File: config.mk
export PLATFORM = sky130hd
export DESIGN_NAME = move_player
export DESIGN_NICKNAME = d
export VERILOG_FILES = /design/src/rtl/move_player.sv
export SDC_FILE = /design/constraint.sdc
export NUM_CORES = 1
export LEC_CHECK = 0
export BUFFER_PORTS_ARGS = -buffer_cell sky130_fd_sc_hd__buf_4
export CELL_PAD_IN_SITES_DETAIL_PLACEMENT = 1
export CELL_PAD_IN_SITES_GLOBAL_PLACEMENT = 2
export CORE_UTILIZATION = 37
export CTS_CLUSTER_SIZE = 12
export DETAILED_ROUTE_END_ITERATION = 10
export PLACE_DENSITY_LB_ADDON = 0.1
export SLEW_MARGIN = 30
export SYNTH_ARGS = -nofsm -noshare
export SYNTH_HDL_FRONTEND = slang
export SYNTH_SLANG_ARGS = --single-unit
File: constraint.sdc
create_clock -name clk -period 3.1 [get_ports clk]
set_input_delay 0.155 -clock clk [delete_from_list [all_inputs] [get_ports clk]]
set_output_delay 0.155 -clock clk [all_outputs]
set_load 0.02 [all_outputs]
File: src/rtl/move_player.sv
// Playback sequencer: steps through a solved move list and offers each move to the
// board over valid/ready. Optional macro MOVE_PLAYER_LOOP_EN repeats playback endlessly.
module move_player #(
    parameter int MAX_MOVES  = 22,
    parameter int GAP_CYCLES = 4,
    parameter int GAP_W      = 26
) (
    input  logic                   clk,
    input  logic                   rst_n,
    input  logic                   comp,
    input  logic [4:0]             cnt,
    input  logic [2*MAX_MOVES-1:0] ord,
    input  logic                   btn_play,
    input  logic                   btn_step,
    input  logic                   btn_rew,
    output logic                   mv_valid,
    output logic [1:0]             mv_dir,
    output logic [4:0]             mv_idx,
    input  logic                   mv_ready,
    output logic                   busy,
    output logic                   done
);

    typedef enum logic [2:0] {
        S_IDLE    = 3'd0,
        S_ISSUE   = 3'd1,
        S_RUN_GAP = 3'd2,
        S_PAUSED  = 3'd3,
        S_DONE    = 3'd4
    } state_t;

    localparam logic [4:0]       MAX_LEN  = 5'(MAX_MOVES);
    localparam logic [GAP_W-1:0] GAP_LOAD = GAP_W'(GAP_CYCLES - 1);

    state_t                   state_q, state_d;
    logic [4:0]               idx_q, idx_d;
    logic [4:0]               len_q;
    logic [2*MAX_MOVES-1:0]   ord_q;
    logic [GAP_W-1:0]         gap_q, gap_d;
    logic                     pause_pend_q, pause_pend_d;
    logic                     rew_pend_q, rew_pend_d;
    logic                     step_mode_q, step_mode_d;
    logic                     btn_play_q, btn_step_q, btn_rew_q;
    logic                     mv_valid_q, mv_valid_d;
    logic [1:0]               mv_dir_q, mv_dir_d;
    logic [4:0]               mv_idx_q, mv_idx_d;
    logic                     busy_q, busy_d;
    logic                     done_q, done_d;

    logic                     rew_ev, play_ev, step_ev, abort;
    logic                     xfer, rew_p, pause_p, pass_done;
    logic [4:0]               cnt_clamped, len_src, idx_next;
    logic [2*MAX_MOVES-1:0]   ord_src;
    logic [1:0]               move_src [MAX_MOVES];
    logic [1:0]               move_sel;

    // While idle the live inputs are used so the very first move comes from the current list.
    assign cnt_clamped = (cnt > MAX_LEN) ? MAX_LEN : cnt;
    assign len_src     = (state_q == S_IDLE) ? cnt_clamped : len_q;
    assign ord_src     = (state_q == S_IDLE) ? ord : ord_q;

    genvar gi;
    generate
        for (gi = 0; gi < MAX_MOVES; gi++) begin : g_unpack
            assign move_src[gi] = ord_src[2*gi +: 2];
        end
    endgenerate

    assign rew_ev   = btn_rew & ~btn_rew_q;
    assign play_ev  = btn_play & ~btn_play_q & ~rew_ev;
    assign step_ev  = btn_step & ~btn_step_q & ~rew_ev & ~(btn_play & ~btn_play_q);
    assign abort    = rew_ev | ~comp;
    assign xfer     = mv_valid_q & mv_ready;
    assign rew_p    = rew_pend_q | rew_ev | ~comp;
    assign pause_p  = pause_pend_q | play_ev;
    assign idx_next = idx_q + 5'd1;

    always_comb begin
        state_d      = state_q;
        idx_d        = idx_q;
        gap_d        = gap_q;
        pause_pend_d = pause_pend_q;
        rew_pend_d   = rew_pend_q;
        step_mode_d  = step_mode_q;
        pass_done    = 1'b0;

        case (state_q)
            S_IDLE: begin
                idx_d        = 5'd0;
                gap_d        = '0;
                pause_pend_d = 1'b0;
                rew_pend_d   = 1'b0;
                step_mode_d  = 1'b0;
                if (comp && (play_ev || step_ev)) begin
                    if (len_src == 5'd0) begin
                        state_d = S_DONE;
                    end else begin
                        state_d     = S_ISSUE;
                        step_mode_d = step_ev;
                    end
                end
            end
            S_ISSUE: begin
                if (!xfer) begin
                    rew_pend_d   = rew_p;
                    pause_pend_d = pause_p;
                end else begin
                    rew_pend_d   = 1'b0;
                    pause_pend_d = 1'b0;
                    step_mode_d  = 1'b0;
                    if (rew_p) begin
                        state_d = S_IDLE;
                        idx_d   = 5'd0;
                        gap_d   = '0;
                    end else if (idx_next == len_q) begin
`ifdef MOVE_PLAYER_LOOP_EN
                        pass_done = 1'b1;
                        idx_d     = 5'd0;
                        gap_d     = GAP_LOAD;
                        state_d   = (pause_p || step_mode_q) ? S_PAUSED : S_RUN_GAP;
`else
                        idx_d   = idx_next;
                        state_d = S_DONE;
`endif
                    end else begin
                        idx_d   = idx_next;
                        gap_d   = GAP_LOAD;
                        state_d = (pause_p || step_mode_q) ? S_PAUSED : S_RUN_GAP;
                    end
                end
            end
            S_RUN_GAP: begin
                if (abort) begin
                    state_d = S_IDLE;
                    idx_d   = 5'd0;
                    gap_d   = '0;
                end else if (play_ev) begin
                    state_d = S_PAUSED;
                end else if (gap_q == '0) begin
                    state_d = S_ISSUE;
                end else begin
                    gap_d = gap_q - 1'b1;
                end
            end
            S_PAUSED: begin
                if (abort) begin
                    state_d = S_IDLE;
                    idx_d   = 5'd0;
                    gap_d   = '0;
                end else if (play_ev) begin
                    state_d = S_RUN_GAP;
                end else if (step_ev) begin
                    state_d     = S_ISSUE;
                    step_mode_d = 1'b1;
                end
            end
            S_DONE: begin
                if (abort) begin
                    state_d = S_IDLE;
                    idx_d   = 5'd0;
                    gap_d   = '0;
                end
            end
            default: begin
                state_d = S_IDLE;
                idx_d   = 5'd0;
                gap_d   = '0;
            end
        endcase
    end

    // Outputs are registered from next-state values, so they track the state with no extra lag.
    always_comb begin
        move_sel = 2'b00;
        for (int i = 0; i < MAX_MOVES; i++) begin
            if (idx_d == 5'(i)) move_sel = move_src[i];
        end
        mv_valid_d = (state_d == S_ISSUE);
        mv_dir_d   = (state_d == S_ISSUE) ? move_sel : mv_dir_q;
        mv_idx_d   = idx_d;
        busy_d     = (state_d == S_ISSUE) || (state_d == S_RUN_GAP) || (state_d == S_PAUSED);
        done_d     = (state_d == S_DONE) || pass_done;
    end

    always_ff @(posedge clk or negedge rst_n) begin
        if (!rst_n) begin
            state_q      <= S_IDLE;
            idx_q        <= 5'd0;
            len_q        <= 5'd0;
            ord_q        <= '0;
            gap_q        <= '0;
            pause_pend_q <= 1'b0;
            rew_pend_q   <= 1'b0;
            step_mode_q  <= 1'b0;
            btn_play_q   <= 1'b0;
            btn_step_q   <= 1'b0;
            btn_rew_q    <= 1'b0;
            mv_valid_q   <= 1'b0;
            mv_dir_q     <= 2'b00;
            mv_idx_q     <= 5'd0;
            busy_q       <= 1'b0;
            done_q       <= 1'b0;
        end else begin
            state_q      <= state_d;
            idx_q        <= idx_d;
            gap_q        <= gap_d;
            pause_pend_q <= pause_pend_d;
            rew_pend_q   <= rew_pend_d;
            step_mode_q  <= step_mode_d;
            btn_play_q   <= btn_play;
            btn_step_q   <= btn_step;
            btn_rew_q    <= btn_rew;
            mv_valid_q   <= mv_valid_d;
            mv_dir_q     <= mv_dir_d;
            mv_idx_q     <= mv_idx_d;
            busy_q       <= busy_d;
            done_q       <= done_d;
            if (state_q == S_IDLE) begin
                ord_q <= ord;
                len_q <= cnt_clamped;
            end
        end
    end

    assign mv_valid = mv_valid_q;
    assign mv_dir   = mv_dir_q;
    assign mv_idx   = mv_idx_q;
    assign busy     = busy_q;
    assign done     = done_q;

endmodule

# Yosys cells after proc, flatten, opt, wreduce, memory -nomap -nowiden
# Index checks and enable logic that the tools add are counted.
[totals]
reg_bits = 94
in_bits = 56
elab_cells = 150
output_inout_bits = 10
[classes]
n_mux = 62
reduce_logical = 15
n_eq_ne = 38
bitwise_logic = 17
n_addsub = 2
order_cmp = 1
[ops]
columns = ["operator", "n"]
rows = [
  ["$mux W26", 7],
  ["$pmux W26 S3", 1],
  ["$mux W2", 22],
  ["$mux W44", 1],
  ["$eq A5 B4 Y1 const B", 8],
  ["$mux W3", 12],
  ["$eq A5 B5 Y1 const B", 6],
  ["$logic_not A26 Y1", 1],
  ["$sub A26 B1 Y26 const B", 1],
  ["$mux W5", 5],
  ["$eq A5 B3 Y1 const B", 4],
  ["$pmux W3 S5", 1],
  ["$eq A3 B2 Y1 const B", 4],
  ["$eq A5 B2 Y1 const B", 2],
  ["$logic_not A5 Y1", 2],
  ["$pmux W5 S2", 1],
  ["$reduce_and A5 Y1", 2],
  ["$mux W1", 9],
  ["$ne A3 B3 Y1 const B", 3],
  ["$ne A2 B2 Y1 const B", 4],
  ["$and A1 B1 Y1", 7],
  ["$eq A3 B1 Y1 const B", 2],
  ["$eq A3 B3 Y1 const B", 2],
  ["$not A1 Y1", 6],
  ["other kinds (15)", 22],
]

# Depth between registers and ports, before layout
[logic_depth]
word_depth = 30
mapped_depth = 13
ltp_nobuf = 11

# Worst setup path before layout
# No wires, ideal clock.
[synth_timing]
path_type = "register to register"
start = "register mv_idx[0] (netlist name)"
end = "register gap_q[5]"
t_required_ns = 3.022
setup_slack_ns = 0.204
arrival_ns = 2.818
setup_ns = 0.078
stages_incl_launch_ff = 11
n_path_buf = 1
period_less_slack_ns = 2.896
path_cell_list = "dfrtp_1 -> ha_1 -> nand3_1 -> xnor2_1 -> nor4_1 -> a2111o_1 -> buf_6 -> or4_4 -> or2_4 -> or3_1 -> a21oi_1"
[synth_lines]
columns = ["element", "line_no", "text"]
rows = [
  ["end signal, assigned", "206", "gap_q <= gap_d;"],
  ["end, declared", "39", "logic [GAP_W-1:0] gap_q, gap_d;"],
]

# Final worst setup path
[layout_timing]
start = "register state_q[1]"
end = "register mv_dir_q[0] (netlist: mv_dir[0])"
[layout_via]
word_cells_on_any_way = 66
[layout_lines]
columns = ["element", "line_no", "text"]
rows = [
  ["start, declared", "35", "state_t state_q, state_d;"],
  ["start signal, assigned", "204", "state_q <= state_d;"],
  ["$logic_not A3 Y1", "59, 87", ""],
  ["$mux W5", "-", ""],
  ["$logic_not A5 Y1", "95", "if (len_src == 5'd0) begin"],
  ["$mux W3", "95", ""],
  ["$mux W3", "94", "if (comp && (play_ev || step_ev)) begin"],
  ["$pmux W3 S5 *", "87", "case (state_q)"],
  ["net state_d[0]", "35", ""],
  ["$eq A3 B1 Y1 *", "179", "mv_dir_d = (state_d == S_ISSUE) ? move_sel : mv_dir_q;"],
  ["end signal, assigned", "214", "mv_dir_q <= mv_dir_d;"],
  ["end, declared", "45", "logic [1:0] mv_dir_q, mv_dir_d;"],
]
# The timed path passes the listed nets; every way through them passes the cells marked *.
# A chain may end at the register's enable or synchronous reset.

==> results.txt <==
For this run, the number of standard cells in the final layout without fillers is 764. The post-cts hold buffer count was 4. Area of the die: 0.0140 mm2. The category of the critical setup timing path was reg2reg. Number of max-capacitance violations reported: 0. The Yosys step of the flow raised 0 warnings. In the final design database the tool counted 641 nets. The class of the tightest hold or removal check is in2reg. The worst setup path is captured at a flop. For this run the aggregate overflow at the end of global routing stands at 0. For the number of placed I/O pins, the log shows 66. The total power density per cell area was 867 mW/mm2. The tools report the startpoint of the lowest-slack register-to-register path as state_q[1]$_DFF_PN0_.

Clock tree synthesis selected as its root buffer the cell clkbuf_16. The type of element launching the critical path was a flop. The first TritonRoute pass finished after 4 iterations.

The number of DRC violations after detailed routing came out at 0. The capture instance of the worst register-to-register path is mv_dir[0]$_DFFE_PN0P_. The clock network burns 19.9% of the power.

In this run the power spent charging and discharging nets is 1950 uW. Dividing the detail-routed wire length by the instance count gives 17.2 um. Buffers added to address setup during post-CTS repair amount to 0.

The internal power of the cells was 3400 uW; the pin slew with the least headroom to its limit was 0.646 ns. After detailed placement, the design holds a cell count of 744. The tools report the number of pins with negative max-slew slack in the final report as 0.

The mean cell area of the mapped netlist works out to 10.1 um2. The number of clock buffers added by TritonCTS is 9. TritonCTS built the clock tree.

Setup repair after global routing left no endpoint under its margin. Clock-pin slew was measured on the worst setup and hold paths at 0.07 ns. For hold timing, the worst endpoint is ord_q[23]$_DFF_PN0_.

The tools report the number of cell rows as 42. The tools report the share of total power in sequential cells as 35.2%. The placer congestion estimate is 0.809, and the highest clock frequency the design can meet is 0.340 GHz. In this run the remaining antenna-violating nets after routing total 0. The routed layout has 4029 vias. For this run, the register share of the synthesized area comes to 47.0%. For the worst setup path, the data arrival time is 3.17 ns.

In the layout the commonest cells are buf_4, dfrtp_1, nor2_1. Number of sinks handled by clock tree synthesis: 94. The worst hold path stage count was 2; the largest net degree at the start of global routing was 50. The worst pin sits at a relative slew slack of 56.9%. 0 antenna diodes ended up in the layout. The worst-case IR drop observed on VDD is 0.400 mV. The share of flip-flops with an asynchronous set or reset after synthesis is 100%, and the initial antenna violation count is 0. The smallest clock period supported by the final layout is computed as 2.94 ns. In this run, synthesis produced a sequential element count of 94.

On the final layout, the worst hold slack is 0.0558 ns. Counting along the longest clock path gives a buffer depth of 2. The area growth from synthesis to layout is 23.3%. The multi-input combinational cells in the finished layout cover a total of 0.00245 mm2.

The die is 118 um wide. In the synthesized netlist, the number of instances is 493. The run gives 13.1 mm as the total wirelength of the detailed-routed design. After layout, the worst path uses 94.9% of the clock period. The number of global-route vias before repair came out at 4396. Leaving out fill and tap cells, the most frequent cell in the layout is buf_4.

Layout cell share with drive strength beyond 1: 29.9%. Detailed placement ended at an HPWL of 9.84 mm. The number of nets handed over by synthesis was 551. The first-pass GRT wire length was 22.3 mm; the layout filler cell count was 1483. At the worst endpoint, the required time is 3.33 ns. The switching share of total power was 36.5%.

The number of input and output port buffers inserted is 65, and the highest net fanout along the worst path is 8. The share of total power dissipated in combinational logic is 45.0%. The flow ran to the end, and the final reports show no timing, DRC or antenna violations.

The number of cells on the worst reg-to-reg path is 9. The area occupied by registers came out at 0.00235 mm2. The clock tree synthesis step divided the H-tree into 3 levels. The aggregate global-route resource usage was 20.3%; the register-to-register setup slack was 0.16 ns.

Summing every instance area after synthesis gives 0.00500 mm2. After clock tree synthesis, the repair step resized 0 gates. The worst hold path begins at ord[23].

The die is 118 um tall. The per-cell via count in the routed design was 5.27. Once the floorplan was initialized, standard cells occupied 37.9% of the core.

Counting distinct cell types in the post-synthesis netlist gives 71. Setup violations remaining at the end of the flow were counted as 0. The initial detailed-routing violation count came out at 181. The run gives 0 as the count of endpoints failing hold in the final timing report. The flip-flop cell with the highest count after synthesis is dfrtp_1. Final worst clock skew: 0.00633 ns. The leakage power summed over all cells was 0.00274 uW; the final-layout setup total negative slack was 0 ns. The synthesized design contains 0 enable-type register cells. The final total power came out at 5350 uW.

In this run the standard cell core region covers 0.0132 mm2. Clock latency on the worst-skew pair, taken at its later pin, is 0.35 ns.
==> layer usage <==
metal  up-vias  routed length (um)  track usage, %
met5         -                   0               0
li1       1935                   -               -
met2        68                6450            33.6
met4         0                 285            8.97
met1      2007                6050            26.2
met3        19                 320            3.04
==> synth_stat cells, drive strengths merged (3+ instances only) <==
master,count,share of area [%]
o21a,3,0.45
xor2,9,1.6
nor2b,6,0.75
xnor2,17,3.0
nand3,11,1.1
nor2,70,5.3
o211ai,4,0.70
nand2b,12,1.5
or2,4,0.55
clkbuf,7,0.53
nand3b,3,0.45
or3,4,0.50
or4,5,0.95
nand2,25,2.0
nor4,11,1.6
mux2i,11,2.2
o2111ai,3,0.53
dfrtp,94,47
a21o,4,0.60
buf,16,2.0
nor3,18,2.0
a32oi,3,0.53
mux2,45,10
nand4,6,0.75
o21ai,16,1.6
inv,17,1.3
a31oi,9,1.1
a21oi,20,2.1
==> power groups by stage <==
stage	clock [uW]	combinational, uW	sequential (uW)
2_1_floorplan	0	1730	1860
3_5_place_dp	0	2410	1910
5_1_grt	1150	2680	1930
6_report	1060	2410	1880
3_3_place_gp	0	2390	1890
4_1_cts	1100	2440	1890
==> kinds of logic (layout without fill, tap and decap cells) <==
logic type | Yosys count | after routing | share of synthesized area, %
xor gates and xnor gates | 27 | 27 | 5.00
AOI/OAI and AO/OA | 88 | 88 | 12.1
and+or+nand+nor | 184 | 184 | 19.1
buffers and inverters | 42 | 137 | 3.95
muxes | 56 | 56 | 12.3
DFF | 94 | 94 | 47.0
adders and majority gates | 2 | 2 | 0.500
==> cell type report <==
class	instances	share of cell area [%]
clock inverters	4	0.466
inverters	19	1.16
clock buffers	12	4.16
well taps	176	3.57
multi-input cells	357	39.7
flip-flops and latches	94	38.1
repair buffers	102	12.8
==> sequential cells by signal, summed over array words and instances, names as in the netlist, 2 cells and up <==
| register | flops |
|---|---|
| gap_q | 26 |
| len_q | 5 |
| mv_dir | 2 |
| mv_idx | 5 |
| ord_q | 44 |
| state_q | 3 |
==> metrics by stage <==
stage | utilization [%] | worst slack (ns) | instance area, um2
floorplan | - | 0.204 | 5000
CTS | 46.8 | 0.146 | 6170
global placement | 44.3 | 0.256 | 5840
finish | 46.8 | 0.157 | 6170
global route | 46.8 | 0.0204 | 6170
detailed placement | 44.3 | 0.160 | 5840
==> worst max path at each step <==
| stage | start | slack, ns | to |
|---|---|---|---|
| after floorplan | mv_idx[0]$_DFF_PN0_ | 0.20 | gap_q[5]$_DFFE_PN0P_ |
| after global placement | state_q[1]$_DFF_PN0_ | 0.26 | mv_dir[0]$_DFFE_PN0P_ |
| after detailed placement | state_q[1]$_DFF_PN0_ | 0.16 | mv_dir[0]$_DFFE_PN0P_ |
| after CTS | state_q[1]$_DFF_PN0_ | 0.15 | mv_dir[0]$_DFFE_PN0P_ |
| after global routing | state_q[1]$_DFF_PN0_ | 0.02 | mv_dir[0]$_DFFE_PN0P_ |
| final | state_q[1]$_DFF_PN0_ | 0.16 | mv_dir[0]$_DFFE_PN0P_ |
==> critical path: stages, from the launching register on <==
cell,delay [ns]
dfrtp_1,0.49
nor3_4,0.43
mux2i_1,0.30
nand2_1,0.08
or4_4,0.44
nor2b_1,0.16
or4b_4,0.59
nand2_4,0.11
mux2i_1,0.18
a31oi_1,0.05
Power figures use the tool's default switching activity.
